==> src/rtl/icache_refill_pkg.sv <==
// Shared constants for the instruction-cache refill engine: line geometry,
// RAM data width and FSM state encoding.
package icache_refill_pkg;

  localparam int unsigned ADDR_WIDTH  = 17;
  localparam int unsigned BLOCK_WIDTH = 4;
  localparam int unsigned BLOCK_SIZE  = 2 ** BLOCK_WIDTH;
  localparam int unsigned RAM_DW      = 8;
  localparam int unsigned LINE_W      = BLOCK_SIZE * RAM_DW;
  localparam int unsigned LINE_AW     = ADDR_WIDTH - BLOCK_WIDTH;
  localparam int unsigned CNT_W       = BLOCK_WIDTH + 1;
  localparam int unsigned STAT_W      = 32;

  localparam logic [1:0] S_IDLE = 2'd0;
  localparam logic [1:0] S_REQ  = 2'd1;
  localparam logic [1:0] S_READ = 2'd2;
  localparam logic [1:0] S_DONE = 2'd3;

endpackage

==> src/rtl/icache_refill_if.sv <==
// Cache-side and RAM-bus signals of the refill engine.
// ICACHE_REFILL_STATS_EN adds the refillCountOut/stallCycleOut counters.
interface icache_refill_if;
  import icache_refill_pkg::*;

  logic                  missIn;
  logic                  instrValidIn;
  logic [ADDR_WIDTH-1:0] missAddrIn;
  logic                  flushIn;
  logic                  grantIn;
  logic [RAM_DW-1:0]     ramDataIn;
  logic                  reqOut;
  logic [ADDR_WIDTH-1:0] ramAddrOut;
  logic                  memDataValid;
  logic [LINE_AW-1:0]    memAddr;
  logic [LINE_W-1:0]     memDataOut;
  logic                  busyOut;
`ifdef ICACHE_REFILL_STATS_EN
  logic [STAT_W-1:0]     refillCountOut;
  logic [STAT_W-1:0]     stallCycleOut;

  modport master (
    input  missIn, instrValidIn, missAddrIn, flushIn, grantIn, ramDataIn,
    output reqOut, ramAddrOut, memDataValid, memAddr, memDataOut, busyOut,
    output refillCountOut, stallCycleOut
  );
  modport slave (
    output missIn, instrValidIn, missAddrIn, flushIn, grantIn, ramDataIn,
    input  reqOut, ramAddrOut, memDataValid, memAddr, memDataOut, busyOut,
    input  refillCountOut, stallCycleOut
  );
`else
  modport master (
    input  missIn, instrValidIn, missAddrIn, flushIn, grantIn, ramDataIn,
    output reqOut, ramAddrOut, memDataValid, memAddr, memDataOut, busyOut
  );
  modport slave (
    output missIn, instrValidIn, missAddrIn, flushIn, grantIn, ramDataIn,
    input  reqOut, ramAddrOut, memDataValid, memAddr, memDataOut, busyOut
  );
`endif

endinterface

==> src/rtl/refill_line_buffer.sv <==
// Byte-slot register file that assembles a cache line, little-endian
// (slot k occupies bits [8k+7:8k]).
module refill_line_buffer
  import icache_refill_pkg::*;
(
  input  logic                   clkIn,
  input  logic                   resetIn,
  input  logic                   we_i,
  input  logic                   clr_i,
  input  logic [BLOCK_WIDTH-1:0] slot_i,
  input  logic [RAM_DW-1:0]      din_i,
  output logic [LINE_W-1:0]      line_o
);

  logic [BLOCK_SIZE-1:0][RAM_DW-1:0] slot_q;

  always_ff @(posedge clkIn or negedge resetIn) begin
    if (!resetIn) begin
      slot_q <= '0;
    end else if (clr_i) begin
      slot_q <= '0;
    end else if (we_i) begin
      slot_q[slot_i] <= din_i;
    end
  end

  assign line_o = slot_q;

endmodule

==> src/rtl/icache_refill.sv <==
// Instruction-cache refill engine: fetches a 16-byte line over the byte-wide
// RAM bus and fills the cache. ICACHE_REFILL_STATS_EN adds refill/stall counters.
module icache_refill
  import icache_refill_pkg::*;
(
  input  logic           clkIn,
  input  logic           resetIn,
  icache_refill_if.master bus
);

  logic [1:0]             state_q, state_d;
  logic [LINE_AW-1:0]     line_q, line_d;
  logic [CNT_W-1:0]       issue_q, issue_d;
  logic [BLOCK_WIDTH-1:0] recv_q, recv_d;
  logic                   first_q, first_d;
  logic [ADDR_WIDTH-1:0]  ram_addr_q, ram_addr_d;
  logic [LINE_AW-1:0]     mem_addr_q, mem_addr_d;
  logic                   req_q, busy_q, valid_q;
  logic                   cap_en_c;
  logic                   unused_offset_c;

  // Byte offset of the missing address is irrelevant: the whole line is fetched.
  assign unused_offset_c = ^bus.missAddrIn[BLOCK_WIDTH-1:0];

  always_comb begin
    state_d    = state_q;
    line_d     = line_q;
    issue_d    = issue_q;
    recv_d     = recv_q;
    first_d    = first_q;
    ram_addr_d = ram_addr_q;
    mem_addr_d = mem_addr_q;
    cap_en_c   = 1'b0;
    case (state_q)
      S_IDLE: begin
        if (bus.instrValidIn && bus.missIn && !bus.flushIn) begin
          line_d  = bus.missAddrIn[ADDR_WIDTH-1:BLOCK_WIDTH];
          state_d = S_REQ;
        end
      end
      S_REQ: begin
        if (bus.flushIn) begin
          state_d = S_IDLE;
        end else if (bus.grantIn) begin
          // Byte 0 address is launched on the grant edge; issue count starts at 1.
          ram_addr_d = {line_q, BLOCK_WIDTH'(0)};
          issue_d    = CNT_W'(1);
          recv_d     = '0;
          first_d    = 1'b1;
          state_d    = S_READ;
        end
      end
      S_READ: begin
        if (bus.flushIn) begin
          state_d = S_IDLE;
        end else begin
          first_d = 1'b0;
          if (issue_q < CNT_W'(BLOCK_SIZE)) begin
            ram_addr_d = {line_q, issue_q[BLOCK_WIDTH-1:0]};
            issue_d    = issue_q + CNT_W'(1);
          end
          // RAM data trails the address by one cycle, so skip the first READ cycle.
          if (!first_q) begin
            cap_en_c = 1'b1;
            recv_d   = recv_q + BLOCK_WIDTH'(1);
            if (recv_q == BLOCK_WIDTH'(BLOCK_SIZE - 1)) begin
              mem_addr_d = line_q;
              state_d    = S_DONE;
            end
          end
        end
      end
      default: begin
        state_d = S_IDLE;
      end
    endcase
  end

  always_ff @(posedge clkIn or negedge resetIn) begin
    if (!resetIn) begin
      state_q    <= S_IDLE;
      line_q     <= '0;
      issue_q    <= '0;
      recv_q     <= '0;
      first_q    <= 1'b0;
      ram_addr_q <= '0;
      mem_addr_q <= '0;
      req_q      <= 1'b0;
      busy_q     <= 1'b0;
      valid_q    <= 1'b0;
    end else begin
      state_q    <= state_d;
      line_q     <= line_d;
      issue_q    <= issue_d;
      recv_q     <= recv_d;
      first_q    <= first_d;
      ram_addr_q <= ram_addr_d;
      mem_addr_q <= mem_addr_d;
      req_q      <= (state_d == S_REQ) || (state_d == S_READ);
      busy_q     <= (state_d != S_IDLE);
      valid_q    <= (state_d == S_DONE);
    end
  end

  // The assembled line stays visible after the fill until bytes are overwritten.
  refill_line_buffer u_line_buf (
    .clkIn   (clkIn),
    .resetIn (resetIn),
    .we_i    (cap_en_c),
    .clr_i   (1'b0),
    .slot_i  (recv_q),
    .din_i   (bus.ramDataIn),
    .line_o  (bus.memDataOut)
  );

  assign bus.reqOut       = req_q;
  assign bus.ramAddrOut   = ram_addr_q;
  assign bus.memDataValid = valid_q;
  assign bus.memAddr      = mem_addr_q;
  assign bus.busyOut      = busy_q;

`ifdef ICACHE_REFILL_STATS_EN
  logic [STAT_W-1:0] refill_cnt_q, stall_cnt_q;

  always_ff @(posedge clkIn or negedge resetIn) begin
    if (!resetIn) begin
      refill_cnt_q <= '0;
      stall_cnt_q  <= '0;
    end else begin
      refill_cnt_q <= refill_cnt_q + STAT_W'(valid_q);
      stall_cnt_q  <= stall_cnt_q + STAT_W'(busy_q);
    end
  end

  assign bus.refillCountOut = refill_cnt_q;
  assign bus.stallCycleOut  = stall_cnt_q;
`endif

endmodule
==> src/flat_wrapper.sv <==
// flat-port wrapper written by rule: the top's interface ports become plain ports
module icache_refill_flat import icache_refill_pkg::*;
  (clkIn, resetIn, bus_missIn, bus_instrValidIn, bus_missAddrIn, bus_flushIn, bus_grantIn, bus_ramDataIn, bus_reqOut, bus_ramAddrOut, bus_memDataValid, bus_memAddr, bus_memDataOut, bus_busyOut);
  icache_refill_if bus_i ();
  input  logic clkIn;
  input  logic resetIn;
  input wire logic [$bits(bus_i.missIn)-1:0] bus_missIn;
  input wire logic [$bits(bus_i.instrValidIn)-1:0] bus_instrValidIn;
  input wire logic [$bits(bus_i.missAddrIn)-1:0] bus_missAddrIn;
  input wire logic [$bits(bus_i.flushIn)-1:0] bus_flushIn;
  input wire logic [$bits(bus_i.grantIn)-1:0] bus_grantIn;
  input wire logic [$bits(bus_i.ramDataIn)-1:0] bus_ramDataIn;
  output wire logic [$bits(bus_i.reqOut)-1:0] bus_reqOut;
  output wire logic [$bits(bus_i.ramAddrOut)-1:0] bus_ramAddrOut;
  output wire logic [$bits(bus_i.memDataValid)-1:0] bus_memDataValid;
  output wire logic [$bits(bus_i.memAddr)-1:0] bus_memAddr;
  output wire logic [$bits(bus_i.memDataOut)-1:0] bus_memDataOut;
  output wire logic [$bits(bus_i.busyOut)-1:0] bus_busyOut;
  assign bus_i.missIn = bus_missIn;
  assign bus_i.instrValidIn = bus_instrValidIn;
  assign bus_i.missAddrIn = bus_missAddrIn;
  assign bus_i.flushIn = bus_flushIn;
  assign bus_i.grantIn = bus_grantIn;
  assign bus_i.ramDataIn = bus_ramDataIn;
  assign bus_reqOut = bus_i.reqOut;
  assign bus_ramAddrOut = bus_i.ramAddrOut;
  assign bus_memDataValid = bus_i.memDataValid;
  assign bus_memAddr = bus_i.memAddr;
  assign bus_memDataOut = bus_i.memDataOut;
  assign bus_busyOut = bus_i.busyOut;
  icache_refill u_core (.clkIn(clkIn), .resetIn(resetIn), .bus(bus_i));
endmodule
==> config.mk <==
export PLATFORM = sky130hd
export DESIGN_NAME = icache_refill_flat
export DESIGN_NICKNAME = d
export VERILOG_FILES = /design/src/rtl/icache_refill_pkg.sv /design/src/rtl/icache_refill_if.sv /design/src/rtl/refill_line_buffer.sv /design/src/rtl/icache_refill.sv /design/src/flat_wrapper.sv
export SDC_FILE = /design/constraint.sdc
export NUM_CORES = 1
export LEC_CHECK = 0
export CAP_MARGIN = 40
export CORE_MARGIN = 2
export CORE_UTILIZATION = 45
export DETAILED_ROUTE_END_ITERATION = 10
export PLACE_DENSITY = 0.75
export SLEW_MARGIN = 20
export SYNTH_ARGS = -nofsm -noshare
export SYNTH_HDL_FRONTEND = slang
export SYNTH_SLANG_ARGS = --single-unit
==> constraint.sdc <==
create_clock -name clkIn -period 2.4 [get_ports clkIn]
set_input_delay 0.48 -clock clkIn [delete_from_list [all_inputs] [get_ports clkIn]]
set_output_delay 0.48 -clock clkIn [all_outputs]
set_load 0.02 [all_outputs]
==> out/results.ini <==
[run_status]
status=finished clean

[yosys]
synth_nets=506
yosys.area.top_type=dfrtp_1
synthDistinctLibCells=37
synth_edf_count=0
avgSynthCellArea_um2=15.6
netlist_area_um2=7280
synth.top_cell.area_share=0.639
syn_inst=468
synthFlopType=dfrtp_1
yosysSeqAreaShare=0.639
ys_top_cells_by_area=dfrtp_1 (64%), mux2_2 (25%), ha_1 (1.2%)
ys.warnings.count=0
async_reset_ff_frac=1.00
yosys_register_bits=186

[worst_setup_path]
critical_path_required_ns=2.70
endpoint_kind=register
critPathKind=in -> reg
worstPathArrival_ns=2.33
cp-start-kind=primary input
crit_fanout=8

[power_and_ir_drop]
powerDensity_nw_per_um2=769
leakagePower_nw=4.86
ir_worst_vdd_uv=613

[floorplanning]
boundaryPins=192
core-area_um2=15800
initial_core_util=0.460
die_w_um=131
die_h_um=131
rows=46
die_area_um2=17200

[clock_tree]
cts_inserted_buffers=17
cts_setup_buffers=0
cts_tree=yes
cts_root_buf=clkbuf_16
cts-resized-gates=0
cts.sinks=186
clkTransAtPathRegs_ns=0.06
cts_max_level=4
cts_buffer_depth=2
clock_latency_ns=0.42
cts-hold-fix-buffers=0

[flow_run]
max_cap_viol_count=0

[sta]
final_max_slew_viol_count=0
setup_viol=0
worstMarginPinSlew_ns=0.782
fmax_mhz=492
hold_violations=0
fin_skew_ns=0.00634
fin_crit_ns=2.03
post-route-period-util=0.847
slew_headroom=0.477
worst_slack_ns=0.367
rsz0062_at_grt=false
fin_tns_setup_ns=0

[placed_design]
routabilityCongestion=0.811
hpwl_um=12200
dp_worst_setup_slack_ns=-0.0611
place_inst=885
placement.io_buffers=187

[layout]
area_delta_synth_final_pct=40.2
fin_cells=916
seq_area_um2=4650
finalNetCount=726
mostFrequentLayoutCells=clkdlybuf4s50_1 (186), dfrtp_1 (186), mux2_2 (162), buf_4 (33)
multi_input_area_um2=2470
nFillCells=1143
final_layout_size_suffix_gt1_frac=0.343
diodes=0

[global_routing]
met2_usage=0.347
busiest_layer=met2
grt_max_degree=60
overflow=0
use_met1=0.263
antenna_found_initial=0
grtUsageMet3=0.0583
grtUsageTotal=0.208
first_global_vias=5002
grt_pass1_wl_um=27900

[detailed_routing]
ant_nets=0
drtIter0Drc=160
first_pass_iters=4
vias_per_cell=5.08
dr_total_vias=4651
drcViolationCount=0
wl_um=17300
wire_per_inst_um=18.8

[worst_hold_path]
min_path_type=in -> async

## cell type report
type                            count  share of cell area
Timing Repair Buffer              224               0.216
Sequential cell                   186               0.456
Clock inverter                      9             0.00870
Tap cell                          216              0.0265
Inverter                            9             0.00331
Clock buffer                       22              0.0474
Multi-Input combinational cell    250               0.242
## per-layer routing
metal | up-vias | routed length [um] | part of all wire
met1 | 2378 | 7450 | 0.43
met2 | 141 | 8540 | 0.49
met3 | 16 | 1050 | 0.061
met5 | - | 0 | 0
li1 | 2116 | - | -
met4 | 0 | 222 | 0.013
## sequential cells by signal, summed over array words and instances, names as in the netlist
signal and count:
u_core.bus.reqOut 1, u_core.u_line_buf.line_o 128, u_core.recv_q 4, u_core.state_q 2, u_core.bus.busyOut 1, u_core.bus.memDataValid 1
u_core.bus.memAddr 13, u_core.issue_q 5, u_core.bus.ramAddrOut 17, u_core.line_q 13, u_core.first_q 1
## kinds of logic after synthesis
group	Yosys count	share of synthesized area
and+or+nand+nor	58	0.0486
AOI/OAI and AO/OA	15	0.0124
DFF	186	0.639
buffers and inverters	32	0.0225
muxes	170	0.265
adders and majority gates	7	0.0120
## stage by stage
step | total power, mW | utilization | hold slack [ns] | area, um^2
2_1_floorplan | 4.43 | - | 0.184 | 7280
3_3_place_gp | 5.17 | 0.609 | 0.469 | 9630
3_5_place_dp | 5.23 | 0.609 | 0.478 | 9630
4_1_cts | 7.94 | 0.645 | 0.0418 | 10200
5_1_grt | 8.18 | 0.645 | 0.0578 | 10200
6_report | 7.85 | 0.645 | 0.0271 | 10200
## power breakdown
group	switching (mW)	internal [mW]
Combinational	0.710	0.763
Clock	1.14	1.54
Sequential	0.227	3.46
Total	2.08	5.77
## worst max-delay path: stages
cell and delay [ns]:
clkdlybuf4s50_1 0.50, or4b_4 0.55, or3_1 0.33, buf_4 0.18, mux2_2 0.28
## worst paths after layout
path	start	to	slack, ns	cells past startpoint
max	bus_flushIn	u_core.u_line_buf.line_o[126]$_DFFE_PN0P_	0.37	5
min	resetIn	u_core.u_line_buf.line_o[58]$_DFFE_PN0P_	0.03	1
max reg2reg	u_core.state_q[0]$_DFF_PN0_	u_core.u_line_buf.line_o[126]$_DFFE_PN0P_	0.41	4
min reg2reg	u_core.bus.ramAddrOut[0]$_DFFE_PN0P_	u_core.bus.ramAddrOut[0]$_DFFE_PN0P_	0.49	1
max in group asynchronous	resetIn	u_core.u_line_buf.line_o[13]$_DFFE_PN0P_	1.66	2
min in group clkIn	u_core.bus.ramAddrOut[0]$_DFFE_PN0P_	u_core.bus.ramAddrOut[0]$_DFFE_PN0P_	0.49	1
## Yosys cell counts (3+ instances only)
master / count
or3_1: 4
buf_2: 5
nand4_1: 4
a21oi_1: 3
mux2i_1: 3
clkbuf_1: 11
nand3_1: 17
nand2_1: 11
nor4b_1: 4
mux2_2: 162
ha_1: 7
dfrtp_1: 186
nor2b_1: 3
o21ai_0: 6
inv_1: 9
a21o_1: 3
mux2_4: 5
buf_6: 3
Power figures use the tool's default switching activity.
